**src/rtl/fifo_rd_scheduler.sv**
```systemverilog
// Round-robin burst read scheduler over NUM_SRC source FIFOs with downstream credit flow
// control, a read-latency tag pipeline that merges returned data, and sticky error flags.
module fifo_rd_scheduler #(
    parameter int NUM_SRC    = 4,
    parameter int DATA_WIDTH = 36,
    parameter int RD_LATENCY = 11,
    parameter int CREDITS    = 16,
    parameter int BURST_MAX  = 8
) (
    input  logic                            clk,
    input  logic                            rst_n,
    input  logic [NUM_SRC-1:0]              src_empty,
    output logic [NUM_SRC-1:0]              src_rd_en,
    input  logic [NUM_SRC*DATA_WIDTH-1:0]   src_rd_data,
    input  logic [NUM_SRC-1:0]              src_rd_valid,
    output logic [DATA_WIDTH-1:0]           out_data,
    output logic [$clog2(NUM_SRC)-1:0]      out_src,
    output logic                            out_valid,
    input  logic                            credit_return,
    output logic [7:0]                      credit_avail,
    output logic [1:0]                      err
);
    localparam int SRC_W = $clog2(NUM_SRC);
    localparam int BLK_W = 6;

    typedef enum logic [0:0] {
        ST_IDLE  = 1'b0,
        ST_GRANT = 1'b1
    } state_t;

    state_t             state_q, state_d;
    logic [SRC_W-1:0]   g_q, g_d;
    logic [SRC_W-1:0]   ptr_q, ptr_d;
    logic [7:0]         cnt_q, cnt_d;
    logic [7:0]         credit_q, credit_d;
    logic [1:0]         err_q, err_d;
    logic [BLK_W-1:0]   blank_q, blank_d;
    logic [RD_LATENCY-1:0] tag_v_q, tag_v_d;
    logic [SRC_W-1:0]   tag_idx_q [RD_LATENCY];
    logic [SRC_W-1:0]   tag_idx_d [RD_LATENCY];

    logic               issue_s;
    logic               any_avail_s;
    logic [SRC_W-1:0]   g_next_s;
    logic [NUM_SRC-1:0] exp_valid_s;

    function automatic logic [SRC_W-1:0] rr_pick(input logic [NUM_SRC-1:0] empty,
                                                 input logic [SRC_W-1:0]   start);
        logic [SRC_W-1:0] pick;
        logic             found;
        logic [SRC_W:0]   idx;
        pick  = '0;
        found = 1'b0;
        for (int k = 0; k < NUM_SRC; k++) begin
            idx = {1'b0, start} + (SRC_W+1)'(k);
            if (idx >= (SRC_W+1)'(NUM_SRC)) begin
                idx = idx - (SRC_W+1)'(NUM_SRC);
            end else begin
                idx = idx;
            end
            if (!found && !empty[idx[SRC_W-1:0]]) begin
                found = 1'b1;
                pick  = idx[SRC_W-1:0];
            end else begin
                found = found;
            end
        end
        return pick;
    endfunction

    function automatic logic [NUM_SRC-1:0] onehot(input logic [SRC_W-1:0] idx);
        logic [NUM_SRC-1:0] v;
        v      = '0;
        v[idx] = 1'b1;
        return v;
    endfunction

    assign any_avail_s = |(~src_empty);
    assign issue_s     = (state_q == ST_GRANT) && !src_empty[g_q] && (credit_q != 8'd0);
    assign g_next_s    = (g_q == SRC_W'(NUM_SRC - 1)) ? '0 : g_q + SRC_W'(1);

    // Read enable goes straight out of the registered grant so a read can issue every cycle.
    always_comb begin
        src_rd_en = '0;
        if (issue_s) begin
            src_rd_en[g_q] = 1'b1;
        end else begin
            src_rd_en = '0;
        end
    end

    // Grant FSM: pick next source in IDLE, burst-read in GRANT until limit or source drains.
    always_comb begin
        state_d = state_q;
        g_d     = g_q;
        ptr_d   = ptr_q;
        cnt_d   = cnt_q;
        case (state_q)
            ST_IDLE: begin
                if ((credit_q != 8'd0) && any_avail_s) begin
                    g_d     = rr_pick(src_empty, ptr_q);
                    cnt_d   = 8'd0;
                    state_d = ST_GRANT;
                end else begin
                    state_d = ST_IDLE;
                end
            end
            ST_GRANT: begin
                if (issue_s) begin
                    cnt_d = cnt_q + 8'd1;
                    if (cnt_q == 8'(BURST_MAX - 1)) begin
                        state_d = ST_IDLE;
                        ptr_d   = g_next_s;
                    end else begin
                        state_d = ST_GRANT;
                    end
                end else if (src_empty[g_q]) begin
                    state_d = ST_IDLE;
                    ptr_d   = g_next_s;
                end else begin
                    state_d = ST_GRANT;
                end
            end
            default: begin
                state_d = ST_IDLE;
            end
        endcase
    end

    // Credit accounting; a return with the pool already full is dropped and flagged.
    always_comb begin
        credit_d = credit_q;
        err_d    = err_q;
        if (issue_s && !credit_return) begin
            credit_d = credit_q - 8'd1;
        end else if (!issue_s && credit_return) begin
            if (credit_q == 8'(CREDITS)) begin
                err_d[1] = 1'b1;
            end else begin
                credit_d = credit_q + 8'd1;
            end
        end else begin
            credit_d = credit_q;
        end
        exp_valid_s = out_valid ? onehot(out_src) : '0;
        if ((blank_q == '0) && (src_rd_valid != exp_valid_s)) begin
            err_d[0] = 1'b1;
        end else begin
            err_d[0] = err_q[0];
        end
    end

    // After reset, reads launched before reset may still return; hold off the valid check.
    always_comb begin
        if (blank_q != '0) begin
            blank_d = blank_q - BLK_W'(1);
        end else begin
            blank_d = blank_q;
        end
    end

    // Tag pipeline shifts every cycle and mirrors the source FIFO read latency.
    always_comb begin
        tag_v_d[0]   = issue_s;
        tag_idx_d[0] = issue_s ? g_q : '0;
        for (int i = 1; i < RD_LATENCY; i++) begin
            tag_v_d[i]   = tag_v_q[i-1];
            tag_idx_d[i] = tag_idx_q[i-1];
        end
    end

    assign out_valid    = tag_v_q[RD_LATENCY-1];
    assign out_src      = tag_idx_q[RD_LATENCY-1];
    assign credit_avail = credit_q;
    assign err          = err_q;

    // Merge mux: select the returning source's slice, zero when nothing is returning.
    always_comb begin
        out_data = '0;
        for (int i = 0; i < NUM_SRC; i++) begin
            if (out_valid && (out_src == SRC_W'(i))) begin
                out_data = src_rd_data[i*DATA_WIDTH +: DATA_WIDTH];
            end else begin
                out_data = out_data;
            end
        end
    end

    // State, credit, error and tag registers.
    always_ff @(posedge clk or negedge rst_n) begin
        if (!rst_n) begin
            state_q  <= ST_IDLE;
            g_q      <= '0;
            ptr_q    <= '0;
            cnt_q    <= 8'd0;
            credit_q <= 8'(CREDITS);
            err_q    <= 2'b00;
            blank_q  <= BLK_W'(RD_LATENCY);
            tag_v_q  <= '0;
            for (int i = 0; i < RD_LATENCY; i++) begin
                tag_idx_q[i] <= '0;
            end
        end else begin
            state_q   <= state_d;
            g_q       <= g_d;
            ptr_q     <= ptr_d;
            cnt_q     <= cnt_d;
            credit_q  <= credit_d;
            err_q     <= err_d;
            blank_q   <= blank_d;
            tag_v_q   <= tag_v_d;
            tag_idx_q <= tag_idx_d;
        end
    end

endmodule

```
**config.mk**
```make
export PLATFORM = sky130hd
export DESIGN_NAME = fifo_rd_scheduler
export DESIGN_NICKNAME = d
export VERILOG_FILES = /design/src/rtl/fifo_rd_scheduler.sv
export SDC_FILE = /design/constraint.sdc
export NUM_CORES = 1
export LEC_CHECK = 0
export CORE_ASPECT_RATIO = 1.25
export CORE_MARGIN = 1
export CORE_UTILIZATION = 40
export CTS_CLUSTER_SIZE = 14
export DETAILED_ROUTE_END_ITERATION = 8
export PLACE_DENSITY = 0.82
export REMOVE_ABC_BUFFERS = 1
export SYNTH_ARGS = -nofsm -noshare
export SYNTH_HDL_FRONTEND = slang
export SYNTH_SLANG_ARGS = --single-unit
```
**constraint.sdc**
```tcl
create_clock -name clk -period 3.7 [get_ports clk]
set_clock_uncertainty 0.2 [all_clocks]
set_input_delay 0.925 -clock clk [delete_from_list [all_inputs] [get_ports clk]]
set_output_delay 0.925 -clock clk [all_outputs]
set_load 0.03 [all_outputs]
```
[Word-level counts from Yosys, hierarchy flattened]
Cells that the tools add are included.
Widths: inputs -> output; s select.
Word-level totals
  output and inout port bits: 53
  word-level logic and storage cells: 155
  input bits: 155
  flip-flop bits (word level): 62
Operators by class
  $lt $le $gt $ge: 12
  bitwise operators: 3
  reduce and logical (&&, ||, !) cells: 36
  muxes and demuxes: 61
  add/subtract/negate cells: 12
  eq/ne operators: 11
Operators with widths (count)
  $mux 36: 4
  $mux 2: 21
  $mux 8: 5
  $mux 1: 20
  $lt 2x3->1 const B: 6
  $add 8x1->8 const B: 2
  $pmux 8 s2: 1
  $logic_and 1x1->1: 15
  $bmux 1 s2: 5
  $ge 3x3->1 const B: 3
  $logic_not 1->1: 9
  $eq 8x3->1 const B: 1
  $eq 8x5->1 const B: 1
  $mux 4: 2
  $reduce_bool 8->1: 1
  $sub 2x1->2 const B: 4
  $sub 8x1->8 const B: 1
  $add 2x2->3 const B: 2
  $eq 2x2->1 const B: 3
  $logic_not 6->1: 1
  $reduce_and 2->1: 3
  $reduce_and 3->1: 2
  $reduce_bool 6->1: 1
  $sub 6x1->6 const B: 1
  15 further kinds: 21

[Logic depth before layout (Yosys ltp)]
  word-level depth: 23
  gate-level depth with buffers: 16
  gate-level depth less buffers: 12

[Worst setup path before layout]
No wires, ideal clock.
  kind: in2reg
  from: input port src_empty[3]
  to: register credit_q[4], in the netlist credit_avail[4]
  arrival time: 3.623 ns
  slack: -0.198 ns
  required time: 3.425 ns
  stages: 14
  library setup time: 0.075 ns
  path through: mux4_2 nand2b_4 or2_1 buf_6 inv_8 ha_1 buf_1 xor2_1 ha_1 and3b_1 o21ai_0 a21oi_1 a211oi_1 xnor2_1
Between the ends
  longest elaborated chain between the ends: 9
Ends and longest elaborated chain
  start: declaration: line 12  | input logic [NUM_SRC-1:0] src_empty,
  $bmux 1 s2 (*): line 79  | assign issue_s = (state_q == ST_GRANT) && !src_empty[g_q] && (credit_q != 8'd0);
  $mux 1 (implied by the code) (*): line 79
  $logic_not 1->1 (*): line 79
  $logic_and 1x1->1 (*) (2 in series): line 79
  named net issue_s: line 42  | logic issue_s;
  $logic_not 1->1: line 136  | end else if (!issue_s && credit_return) begin
  $logic_and 1x1->1: line 136
  $reduce_bool 2->1 (no source line)
  $reduce_and 2->1 (no source line)
  end signal: assignment: line 196  | credit_q <= 8'(CREDITS);
  end signal: assignment: line 208  | credit_q <= credit_d;
  end: declaration: line 35  | logic [7:0] credit_q, credit_d;
Mark *: on every way through the listed nets, which the timed path passes. The rest lies on a longest branch. The select of a mux whose other input is x is not followed.
A chain may end at the register's enable or synchronous reset.

[Worst setup path after layout]
  from: input port src_rd_data[129]
  to: output port out_data[21]
Between the ends
  longest elaborated chain between the ends: 1
Ends and longest elaborated chain
  start: declaration: line 14  | input logic [NUM_SRC*DATA_WIDTH-1:0] src_rd_data,
  $mux 36: line 181  | if (out_valid && (out_src == SRC_W'(i))) begin
  end: declaration: line 16  | output logic [DATA_WIDTH-1:0] out_data,
No other way between the ends.

==> flow_summary.toml <==
[synth]
synth_seq_cells = 62
yosys.area.top_type = "dfrtp_1"
synthArstFlopShare_pct = 100
ys_types = 59
synthMostInstantiatedCell = "dfrtp_1"
synthTopCellsByArea = "dfrtp_1 (37%), mux4_2 (21%), and2_1 (6.3%), ha_1 (3.2%), dfstp_2 (2.7%)"
netlist_area_um2 = 3880
yosysWarnings = 0
syn_avg_cell_area_um2 = 12.0
synth_edf_count = 0
synthFlopType = "dfrtp_1"
synth_top_cell_area_share_pct = 37.4
synth_common_cells = "dfrtp_1 (58), and2_1 (39), mux4_2 (37)"
seq_area_frac_synth_pct = 40.1
synth_cells = 324

[timing]
setup_tns_ns = 0
slew_headroom_pct = 29.6
rsz0062_at_grt = "false"
max_slew.worst_pin.slew_ns = 1.06
finalSetupViolations = 0
maxSlewViolCount = 0
max_freq_ghz = 0.272
hold_viol_final = 0
period_needed_ns = 3.68
post-route-period-util_pct = 99.4
holdWs_ns = 0.146

[layout]
nets = 713
areaGrowthSynthToFinish_pct = 69.1
instances_no_fill = 679
drive_above_1_share_pct = 21.2

[critical_path]
reg2reg_depth = 11
worstSetupPathType = "in -> out"
path_max_fanout = 1
startpoint = "src_rd_data[129]"
reg2reg_from = "credit_avail[1]$_DFFE_PN0P_"
critPathRequiredTime_ns = 2.57
critical_path_arrival_ns = 2.55
reg2reg_slack_ns = 0.31
startpoint_type = "primary input"
end_kind = "output port"

[place]
dp.cells = 656
portBuffers = 207
dp_hpwl_um = 10700
gp_congestion = 0.893

[cts]
htree_levels = 3
cts_tree = "yes"
path_clk_slew_ns = 0.05
cts_sinks = 62
worstSkewPairLatency_ns = 0.32
cts_buffer_depth = 2
hold_buffers = 0
cts-buffers-inserted = 9
cts_root_buf = "clkbuf_16"

[global_routing]
grt_usage_pct = 27.4
grt_pass1_wl_um = 20700
overflow = 0
grt_pass1_vias = 3741
grt_max_degree = 50
antenna_found_initial = 3

[floorplanning]
die_area_um2 = 10100
core_um2 = 9270
rows = 39
die_x_um = 90.1
pin_count = 208
die_h_um = 112
start_util_pct = 41.8

[worst_hold_path]
hold_start = "tag_idx_d[17]$_DFF_PN0_"
worstHoldPathCells = 0
min_path_type = "reg -> reg"

[routing]
drc_errors = 0
routedWlPerCell_um = 20.2
wl_um = 13700
firstDrtPassIters = 5
initialDrtViolationCount = 207
ant_nets = 0
vias = 3625
viasPerCell = 5.34

[power_and_ir_drop]
power_mw = 4.25
peakVddDrop_mv = 0.421
leakage_nw = 2.94
powerDensity_nw_per_um2 = 649

[flow_run]
maxCapViolCount = 0

[status]
run_status = "finished, final reports clean"
registers in the layout, summed over array words and instances (netlist names):
register and count:
ptr_q 2, tag_v_q 11, g_q 2, err 2, tag_idx_d 20, credit_avail 8, state_q 1, cnt_q 8
blank_q 6, out_src 2
report_power, final:
part | internal (mW) | total [mW] | leakage, nW | switching [mW]
sequential | 0.897 | 1.19 | 0.793 | 0.298
clock | 0.521 | 0.820 | 0.142 | 0.299
combinational | 1.15 | 2.24 | 2.01 | 1.09
worst max-delay path, cell delays in order:
cell and delay, ns:
clkdlybuf4s50_1 0.40, mux4_2 0.48, and2_1 0.17, clkdlybuf4s50_1 0.59
stage by stage:
step | cell area [µm²] | utilization, % | setup slack [ns]
6_report | 6560 | 70.7 | 0.0210
5_1_grt | 6550 | 70.6 | 0.00266
4_1_cts | 6500 | 70.1 | 0.00346
3_5_place_dp | 6160 | 66.4 | -0.413
3_3_place_gp | 6160 | 66.4 | -0.336
2_1_floorplan | 3770 | - | -0.145
layer usage:
layer / vias to the layer above / share of wire, % / GRT usage (%)
met3: 29 / 11 / 8.94
met1: 1750 / 36 / 31.9
met5: - / 0 / 0
met2: 197 / 51 / 46.5
li1: 1649 / - / -
met4: 0 / 2.9 / 11.7
area by class of cell:
cell class	instances	area [µm²]
well taps	123	154
flip-flops and latches	62	1560
multi-input cells	227	2170
diodes	3	7.51
clock inverters	7	72.6
fillers	647	2710
repair buffers	235	2310
clock buffers	9	225
inverters	13	56.3
kinds of logic after synthesis:
| group | count (synthesis) | share of synthesized area (%) |
|---|---|---|
| AOI/OAI and AO/OA | 41 | 7.45 |
| xor gates and xnor gates | 17 | 3.84 |
| adders and majority gates | 10 | 3.23 |
| buffers and inverters | 35 | 4.29 |
| DFF | 62 | 40.1 |
| muxes | 42 | 22.9 |
| and+or+nand+nor | 117 | 18.1 |
path summary, 6_finish.rpt:
path,endpoint
max,out_data[21]
min,tag_idx_d[15]$_DFF_PN0_
max reg2reg,credit_avail[7]$_DFFE_PN0P_
min reg2reg,tag_idx_d[15]$_DFF_PN0_
max in group asynchronous,out_src[0]$_DFF_PN0_
min in group asynchronous,g_q[1]$_DFFE_PN0P_
cell usage in the layout, fill, tap and decap left out, types with 6 or more instances in the layout:
| cell type | n |
|---|---|
| and2_1 | 37 |
| buf_4 | 33 |
| clkbuf_16 | 9 |
| clkdlybuf4s50_1 | 171 |
| dfrtp_1 | 56 |
| dlygate4sd2_1 | 10 |
| dlymetal6s2s_1 | 14 |
| ha_1 | 10 |
| inv_1 | 12 |
| mux4_2 | 37 |
| nand2_1 | 13 |
| nor2_1 | 16 |
| nor3_1 | 6 |
| o21ai_0 | 11 |
| xnor2_1 | 7 |
| xor2_1 | 10 |
what timing repair did:
action                     4_1_cts  5_1_grt
setup endpoints to repair       14       20
setup buffers                    4        0
pin swaps                        1        0
cloned                           0        0
resized for setup               22       17
(Power assumes the default switching activity.)
